$ cat config.mk
export PLATFORM = sky130hd
export DESIGN_NAME = led_pattern_gen
export DESIGN_NICKNAME = d
export VERILOG_FILES = /design/src/rtl/led_pkg.sv /design/src/rtl/led_tick_gen.sv /design/src/rtl/led_pattern_gen.sv
export SDC_FILE = /design/constraint.sdc
export NUM_CORES = 1
export LEC_CHECK = 0
export CAP_MARGIN = 30
export CORE_MARGIN = 2
export CORE_UTILIZATION = 40
export DETAILED_ROUTE_END_ITERATION = 8
export SLEW_MARGIN = 20
export SYNTH_ARGS = -nofsm -noshare
export SYNTH_HDL_FRONTEND = slang
export SYNTH_SLANG_ARGS = --single-unit
$ cat constraint.sdc
create_clock -name iclk -period 2.7 [get_ports iclk]
set_clock_uncertainty 0.2 [all_clocks]
set_input_delay 0.54 -clock iclk [delete_from_list [all_inputs] [get_ports iclk]]
set_output_delay 0.54 -clock iclk [all_outputs]
set_load 0.05 [all_outputs]
$ cat src/rtl/led_pkg.sv
// Shared definitions for the LED pattern engine: mode encodings and default widths.
package led_pkg;

  localparam int unsigned MODE_W     = 3;
  localparam int unsigned N_LEDS_DEF = 4;
  localparam int unsigned DIV_W_DEF  = 24;
  localparam int unsigned PWM_W_DEF  = 4;

  typedef enum logic [MODE_W-1:0] {
    MODE_ROT_L  = 3'd0,
    MODE_ROT_R  = 3'd1,
    MODE_BOUNCE = 3'd2,
    MODE_COUNT  = 3'd3,
    MODE_BLINK  = 3'd4
  } mode_e;

endpackage

$ cat src/rtl/led_tick_gen.sv
// Step prescaler: emits a one-cycle step strobe every div+1 enabled cycles.
module led_tick_gen #(
  parameter int unsigned DIV_W = 24
) (
  input  logic             iclk,
  input  logic             rst,
  input  logic             en,
  input  logic             clr,
  input  logic [DIV_W-1:0] div,
  output logic             step
);

  logic [DIV_W-1:0] cnt;
  logic             armed;

  // armed keeps the first edge after reset release from counting or stepping
  always_ff @(posedge iclk or negedge rst) begin
    if (!rst) begin
      cnt   <= '0;
      armed <= 1'b0;
    end else begin
      armed <= 1'b1;
      if (clr) begin
        cnt <= '0;
      end else if (en && armed) begin
        if (cnt >= div) cnt <= '0;
        else            cnt <= cnt + DIV_W'(1);
      end
    end
  end

  assign step = en && armed && !clr && (cnt >= div);

endmodule

$ cat src/rtl/led_pattern_gen.sv
// LED pattern engine with prescaled stepping and active-low outputs.
// Optional brightness PWM is enabled by defining LED_DIM_EN.
module led_pattern_gen
  import led_pkg::*;
#(
  parameter int unsigned N_LEDS = N_LEDS_DEF,
  parameter int unsigned DIV_W  = DIV_W_DEF,
  parameter int unsigned PWM_W  = PWM_W_DEF
) (
  input  logic              iclk,
  input  logic              rst,
  input  logic              en,
  input  logic [MODE_W-1:0] mode,
  input  logic [DIV_W-1:0]  div,
`ifdef LED_DIM_EN
  input  logic [PWM_W-1:0]  duty,
`endif
  output logic              tick,
  output logic [N_LEDS-1:0] leds
);

  if (N_LEDS < 2 || PWM_W < 1) begin : g_bad_param
    $error("led_pattern_gen: N_LEDS must be >= 2 and PWM_W >= 1");
  end

  logic [N_LEDS-1:0] pat;
  logic              dir;
  logic [MODE_W-1:0] mode_q;
  logic              mode_chg;
  logic              step;
  logic              tick_s;

  assign mode_chg = (mode != mode_q);

  led_tick_gen #(.DIV_W(DIV_W)) u_tick_gen (
    .iclk (iclk),
    .rst  (rst),
    .en   (en),
    .clr  (mode_chg),
    .div  (div),
    .step (step)
  );

  // Reseed uses the incoming mode; stepping uses the registered mode.
  always_ff @(posedge iclk or negedge rst) begin
    if (!rst) begin
      pat    <= N_LEDS'(1);
      dir    <= 1'b0;
      mode_q <= MODE_ROT_L;
      tick_s <= 1'b0;
    end else begin
      mode_q <= mode;
      tick_s <= step;
      if (mode_chg) begin
        case (mode)
          MODE_ROT_L, MODE_ROT_R, MODE_BOUNCE: begin
            pat <= N_LEDS'(1);
            dir <= 1'b0;
          end
          MODE_COUNT: pat <= '0;
          MODE_BLINK: pat <= '1;
          default: ;
        endcase
      end else if (step) begin
        case (mode_q)
          MODE_ROT_L: pat <= {pat[N_LEDS-2:0], pat[N_LEDS-1]};
          MODE_ROT_R: pat <= {pat[0], pat[N_LEDS-1:1]};
          MODE_BOUNCE: begin
            // end LEDs turn around immediately so they are shown only once
            if (!dir) begin
              if (pat[N_LEDS-1]) begin
                dir <= 1'b1;
                pat <= pat >> 1;
              end else begin
                pat <= pat << 1;
              end
            end else begin
              if (pat[0]) begin
                dir <= 1'b0;
                pat <= pat << 1;
              end else begin
                pat <= pat >> 1;
              end
            end
          end
          MODE_COUNT: pat <= pat + N_LEDS'(1);
          MODE_BLINK: pat <= ~pat;
          default: ;
        endcase
      end
    end
  end

`ifdef LED_DIM_EN
  logic [PWM_W-1:0] pwm;
  logic             lit_mask;

  assign lit_mask = (pwm < duty) || (duty == '1);

  // Registered output adds one cycle, so tick is delayed to stay aligned.
  always_ff @(posedge iclk or negedge rst) begin
    if (!rst) begin
      pwm  <= '0;
      leds <= ~N_LEDS'(1);
      tick <= 1'b0;
    end else begin
      pwm  <= pwm + PWM_W'(1);
      leds <= ~(pat & {N_LEDS{lit_mask}});
      tick <= tick_s;
    end
  end
`else
  assign leds = ~pat;
  assign tick = tick_s;
`endif

endmodule
; ---- Yosys cells after proc, flatten, opt, wreduce, memory -nomap -nowiden
; Index checks and enable logic that the tools add are counted.
[op_classes]
add_sub_neg = 2
mul = 0
div_mod_pow = 0
magnitude_cmp = 1
eq_ne = 11
shift = 0
mux = 17
n_bitwise = 1
n_reduce_logical = 13
[op_table]
columns = op, count
row1 = 24-bit 2-to-1 mux, 3
row2 = "24-bit by 1-bit adder with 24-bit output, second input constant", 1
row3 = 24-bit greater-or-equal comparator, 1
row4 = 4-bit 2-to-1 mux, 5
row5 = 4-bit one-hot mux with 5 select lines, 1
row6 = "3-bit by 2-bit equality test with 1-bit output, second input constant", 4
row7 = 4-bit one-hot mux with 3 select lines, 1
row8 = 1-bit 2-to-1 mux, 7
row9 = "3-bit by 1-bit equality test with 1-bit output, second input constant", 2
row10 = "3-bit equality test, second input constant", 2
row11 = 3-bit zero test, 2
row12 = 3-bit AND reduction, 2
row13 = 2-bit nonzero test, 3
row14 = 6-bit nonzero test, 1
row15 = "4-bit by 1-bit adder with 4-bit output, second input constant", 1
row16 = "4-bit inequality test, second input constant", 1
row17 = 4-bit inverter, 1
row18 = 1-bit logical AND, 3
row19 = 3-bit inequality test, 1
row20 = 3-bit OR reduction, 1
row21 = "2-bit inequality test, second input constant", 1
row22 = 1-bit zero test, 1
[word_totals]
reg_bits = 34
latchBits = 0
mem_bits_rw = 0
mem_bits_ro = 0
inputBits = 30
output_inout_bits = 5
wordCells = 51
n_memories = 0

; ---- Logic depth before layout (Yosys ltp)
[logic_depth]
word_depth = 6
mapped_depth = 9

; ---- Hierarchy
; Synthesis repeated with hierarchy kept, for this count alone.
[hier_totals]
hier_cells = 371
hier_area_um2 = 2980.4
[by_module_without_submodules]
columns = module, instances, cells_per_inst, area_per_inst_um2, seq_area_each_um2
row1 = led_tick_gen, 1, 288, 2270.9, 625.6
row2 = led_pattern_gen, 1, 83, 709.4, 226.5

; ---- Least setup slack after synthesis
; OpenSTA, ideal clock, no wires.
[synth_path]
path_type = input to register
startpoint = input port div[9]
endpoint = register u_tick_gen.cnt[18]
t_arrival_ps = 2436
t_required_ps = 2405
slack_ps = -32
stages = 9
n_path_buf = 1
cell_sequence = inv_1 > ha_1 > a21o_1 > a221o_1 > a221o_1 > a211oi_4 > buf_4 > nand4_1 > o31ai_1
[synth_via]
elab_chain_cells = 4
[synth_lines]
columns = item, line_no
row1 = start: declaration, led_pattern_gen.sv:14  ; input logic [DIV_W-1:0] div,
row2 = 24-bit greater-or-equal comparator, led_tick_gen.sv:26  ; if (cnt >= div) cnt <= '0;
row3 = 24-bit 2-to-1 mux, led_tick_gen.sv:26
row4 = 24-bit 2-to-1 mux, led_tick_gen.sv:25  ; end else if (en && armed) begin
row5 = 24-bit 2-to-1 mux, led_tick_gen.sv:23  ; if (clr) begin
row6 = end signal: assignment, led_tick_gen.sv:27  ; else cnt <= cnt + DIV_W'(1);
row7 = end: declaration, led_tick_gen.sv:13  ; logic [DIV_W-1:0] cnt;
; No other way between the ends. The select of a mux whose other input is x is not followed.
; A chain may end at the register's enable or synchronous reset.

; ---- Worst setup path after layout
[layout_path]
startpoint = register u_tick_gen.cnt[11]
endpoint = register u_tick_gen.cnt[18]
[layout_via]
elab_chain_cells = 4
word_cells_on_any_way = 5
[layout_lines]
columns = item, line_no
row1 = 24-bit by 1-bit adder with 24-bit output or 24-bit greater-or-equal comparator (tied branches), "led_tick_gen.sv:27, led_tick_gen.sv:26"
row2 = 24-bit 2-to-1 mux *, led_tick_gen.sv:26
row3 = 24-bit 2-to-1 mux *, led_tick_gen.sv:25
row4 = 24-bit 2-to-1 mux *, led_tick_gen.sv:23
; Mark *: on every way between the ends. The rest lies on a longest branch, timed or not. The select of a mux whose other input is x is not followed.

==> flow_summary.html <==
<table>
<tr><th>Metric</th><th>Value</th></tr>
<tr><th colspan="2">STA</th></tr>
<tr><td>Total setup violations reported at the end of the flow</td><td>1</td></tr>
<tr><td>Final Worst Setup Slack</td><td>-0.04080 ns</td></tr>
<tr><td>RSZ-0062 raised after global routing</td><td>true</td></tr>
<tr><td>Fmax</td><td>364.9 MHz</td></tr>
<tr><td>Max-slew violation count</td><td>0</td></tr>
<tr><td>Fin Setup TNS</td><td>-0.04080 ns</td></tr>
<tr><td>Final critical path time including I/O delays and setup</td><td>2.741 ns</td></tr>
<tr><td>Number of failing hold endpoints at the final stage</td><td>0</td></tr>
<tr><td>Hold Slack</td><td>0.3417 ns</td></tr>
<tr><td>Fraction of the cycle the final worst path needs</td><td>1.015</td></tr>
<tr><th colspan="2">Cells and area</th></tr>
<tr><td>Top library cells by usage in the layout, fill and taps aside</td><td>buf_4 (40), dfrtp_1 (33), a31oi_1 (28)</td></tr>
<tr><td>Antenna diode count</td><td>0</td></tr>
<tr><td>Fraction of final layout cells sized beyond drive strength 1</td><td>0.2975</td></tr>
<tr><td>Most common cell after layout, fill and taps aside</td><td>buf_4</td></tr>
<tr><td>Signed area change from the synthesized netlist to the final layout</td><td>45.17%</td></tr>
<tr><td>Number of nets in the final layout</td><td>456</td></tr>
<tr><th colspan="2">Worst setup path</th></tr>
<tr><td>Launch point of the worst reg-to-reg path</td><td>u_tick_gen.cnt[11]$_DFFE_PN0P_</td></tr>
<tr><td>Required arrival time at the worst endpoint</td><td>2.68 ns</td></tr>
<tr><td>Category of the most critical setup path</td><td>register to register</td></tr>
<tr><td>Worst Path Arrival</td><td>2.72 ns</td></tr>
<tr><td>Critical path startpoint category</td><td>register</td></tr>
<tr><td>Endpoint of the most critical register-to-register path</td><td>u_tick_gen.cnt[18]$_DFFE_PN0P_</td></tr>
<tr><td>Maximum fanout count along the critical path</td><td>8</td></tr>
<tr><td>Slack of the worst reg-to-reg path</td><td>-0.04 ns</td></tr>
<tr><td>Setup crit end kind</td><td>register</td></tr>
<tr><td>R2R depth</td><td>8</td></tr>
<tr><th colspan="2">Clocking</th></tr>
<tr><td>Number of buffers created by CTS</td><td>5</td></tr>
<tr><td>Number of clock sinks seen by CTS</td><td>34</td></tr>
<tr><td>Number of levels in the clock H-tree</td><td>2</td></tr>
<tr><td>Buffers from clock root to sink, at most</td><td>2</td></tr>
<tr><td>Clock insertion delay at the later pin of the skew report</td><td>0.28 ns</td></tr>
<tr><td>TritonCTS clock tree</td><td>done</td></tr>
<tr><td>Clock Pin Slew Worst Setup and Hold Paths</td><td>0.07 ns</td></tr>
<tr><td>Clock root buffer</td><td>clkbuf_8</td></tr>
<tr><th colspan="2">Global routing</th></tr>
<tr><td>Remaining global-route overflow</td><td>0</td></tr>
<tr><td>Maximum number of pins on one net before global-route repair</td><td>37</td></tr>
<tr><td>Global Route Usage Sum</td><td>0.2090</td></tr>
<tr><td>Antenna violations before repair</td><td>0</td></tr>
<tr><td>First-pass GRT wire length</td><td>12.72 mm</td></tr>
<tr><td>Via count of the first global-routing pass</td><td>2658</td></tr>
<tr><th colspan="2">Floorplanning</th></tr>
<tr><td>Initial Util</td><td>0.4086</td></tr>
<tr><td>Die span in y</td><td>86.84 um</td></tr>
<tr><td>Overall die area</td><td>0.007541 mm^2</td></tr>
<tr><td>Placeable Area</td><td>0.006719 mm^2</td></tr>
<tr><td>Die extent in x</td><td>86.84 um</td></tr>
<tr><td>Io pins</td><td>35</td></tr>
<tr><td>FP Rows</td><td>30</td></tr>
<tr><th colspan="2">Detailed routing</th></tr>
<tr><td>Count of vias placed by the detailed router</td><td>2761</td></tr>
<tr><td>Remaining number of nets flagged by the antenna check after routing</td><td>0</td></tr>
<tr><td>Routed len/inst</td><td>15.82 um</td></tr>
<tr><td>DRC viols</td><td>0</td></tr>
<tr><td>Final WL</td><td>7.593 mm</td></tr>
<tr><td>Initial DRT Pass Iterations</td><td>5</td></tr>
<tr><td>Violation count after the first detailed-route iteration</td><td>136</td></tr>
<tr><td>Via density per instance</td><td>5.752</td></tr>
<tr><th colspan="2">Synth</th></tr>
<tr><td>Top-area cell type share of the netlist area</td><td>0.3008</td></tr>
<tr><td>Most area-consuming cells after synthesis</td><td>dfrtp_1 (30%), ha_1 (12%), a31oi_1 (6.8%)</td></tr>
<tr><td>Total of warnings raised by yosys</td><td>0</td></tr>
<tr><td>Sequential fraction of the synthesis area</td><td>0.3104</td></tr>
<tr><td>Syn_nets</td><td>384</td></tr>
<tr><td>Post-synth design cell area</td><td>0.002745 mm^2</td></tr>
<tr><td>Proportion of register bits with asynchronous set or reset after synthesis</td><td>1.000</td></tr>
<tr><td>Number of unique standard cell types used by synthesis</td><td>52</td></tr>
<tr><td>Synth Area per Inst</td><td>8.395 um^2</td></tr>
<tr><td>Largest area contributor in the synthesized netlist</td><td>dfrtp_1</td></tr>
<tr><td>Number of register bits inferred by synthesis</td><td>34</td></tr>
<tr><td>Number of synthesized flops with an enable pin</td><td>0</td></tr>
<tr><td>Flip-flop cell with the highest count after synthesis</td><td>dfrtp_1</td></tr>
<tr><td>Number of standard cells after synthesis</td><td>327</td></tr>
<tr><th colspan="2">Power</th></tr>
<tr><td>Power per unit of standard cell area</td><td>302.0 mW/mm^2</td></tr>
<tr><td>Leakage power</td><td>1.747 nW</td></tr>
<tr><td>Worst voltage drop across the vdd grid</td><td>0.1753 mV</td></tr>
<tr><th colspan="2">Hold path</th></tr>
<tr><td>Destination of the worst hold path</td><td>u_tick_gen.cnt[3]$_DFFE_PN0P_</td></tr>
<tr><td>Worst Min Path Start</td><td>u_tick_gen.cnt[3]$_DFFE_PN0P_</td></tr>
<tr><td>Cell depth of the worst hold path</td><td>1</td></tr>
<tr><td>Class of the most critical hold timing path</td><td>register to register</td></tr>
<tr><th colspan="2">Job</th></tr>
<tr><td>Number of maximum-capacitance constraint violations</td><td>0</td></tr>
<tr><th colspan="2">Place</th></tr>
<tr><td>Detailed placement HPWL</td><td>5.016 mm</td></tr>
<tr><td>Quantity of I/O buffers inserted on ports</td><td>34</td></tr>
<tr><td>GPL Wtd Cong</td><td>0.8115</td></tr>
<tr><th colspan="2">Run status</th></tr>
<tr><td>Outcome</td><td>finished with violations</td></tr>
<tr><td>Failing checks</td><td>negative setup slack</td></tr>
</table>
[state kept, by name, indices dropped and copies added (netlist names)]
name / count
tick: 1
mode_q: 3
u_tick_gen.cnt: 24
u_tick_gen.armed: 1
pat: 4
dir: 1
[worst max path at each step]
stage | from | endpoint | slack (ns)
finish | u_tick_gen.cnt[11]$_DFFE_PN0P_ | u_tick_gen.cnt[18]$_DFFE_PN0P_ | -0.04
global placement | div[9] | u_tick_gen.cnt[0]$_DFFE_PN0P_ | -0.65
global route | u_tick_gen.cnt[11]$_DFFE_PN0P_ | u_tick_gen.cnt[18]$_DFFE_PN0P_ | -0.13
floorplan | div[9] | u_tick_gen.cnt[18]$_DFFE_PN0P_ | 0.04
detailed placement | div[9] | u_tick_gen.cnt[12]$_DFFE_PN0P_ | -0.65
CTS | u_tick_gen.cnt[20]$_DFFE_PN0P_ | u_tick_gen.cnt[11]$_DFFE_PN0P_ | -0.03
[Yosys cell counts, drive strengths merged, types with 6 or more instances]
cell type / instances
o21ai: 10
a31oi: 30
nand2: 28
ha: 27
nand3b: 10
and3: 7
clkbuf: 14
nand3: 12
nand4: 6
nor2: 11
and4: 7
inv: 34
o211ai: 6
nor3: 7
dfrtp: 33
a21oi: 16
[report_power, final]
group / total [mW] / switching [mW] / internal, mW
combinational: 0.285 / 0.156 / 0.129
clock: 0.366 / 0.183 / 0.183
sequential: 0.552 / 0.0291 / 0.523
total: 1.20 / 0.368 / 0.835
[kinds of logic after synthesis]
logic type | Yosys count | share of synthesized area
AND/OR/NAND/NOR | 104 | 0.2065
AO/OA/AOI/OAI | 100 | 0.2566
buffers and inverters | 53 | 0.07520
flip-flops | 34 | 0.3104
adder cells (fa/ha/maj) | 27 | 0.1231
XOR/XNOR | 5 | 0.01595
multiplexers | 3 | 0.01094
other | 1 | 0.001366
[critical path, cell delays in order, from the launching register on]
cell and delay (ns):
dfrtp_1 0.42, ha_4 0.23, and2_4 0.15, a221o_1 0.33
a221o_1 0.40, a211oi_4 0.25, buf_12 0.19, nand4_1 0.16
o31ai_1 0.31
[per-stage QoR]
stage / instances / util / setup slack [ns] / instance area [um^2] / power [mW]
floorplan: 327 / - / 0.03947 / 2749 / 0.7071
global route: 480 / 0.5931 / -0.1314 / 3985 / 1.268
CTS: 480 / 0.5806 / -0.02845 / 3901 / 1.204
global placement: 461 / 0.5119 / -0.6486 / 3440 / 0.8209
detailed placement: 461 / 0.5119 / -0.6454 / 3440 / 0.8230
finish: 480 / 0.5931 / -0.04080 / 3985 / 1.204
[layer usage]
layer	track usage	vias up	routed length (um)
li1	-	1371	-
met1	0.2934	1330	3540
met2	0.3449	53	3768
met3	0.02952	7	224
met4	0.03835	0	59
met5	0	-	0
[area by class of cell]
| cell class | instances | area (um^2) |
|---|---|---|
| inverters | 34 | 127.6 |
| fillers | 612 | 2734 |
| clock buffers | 8 | 80.08 |
| well taps | 80 | 100.1 |
| flip-flops and latches | 34 | 852.1 |
| multi-input cells | 240 | 2048 |
| repair buffers | 84 | 777.0 |
[timing repair]
item	CTS	global route
resized for setup	84	20
pin swaps	31	29
cloned	3	0
hold buffers	0	0
setup buffers	9	3
endpoints found under the setup margin	29	29
Power figures use the tool's default switching activity.
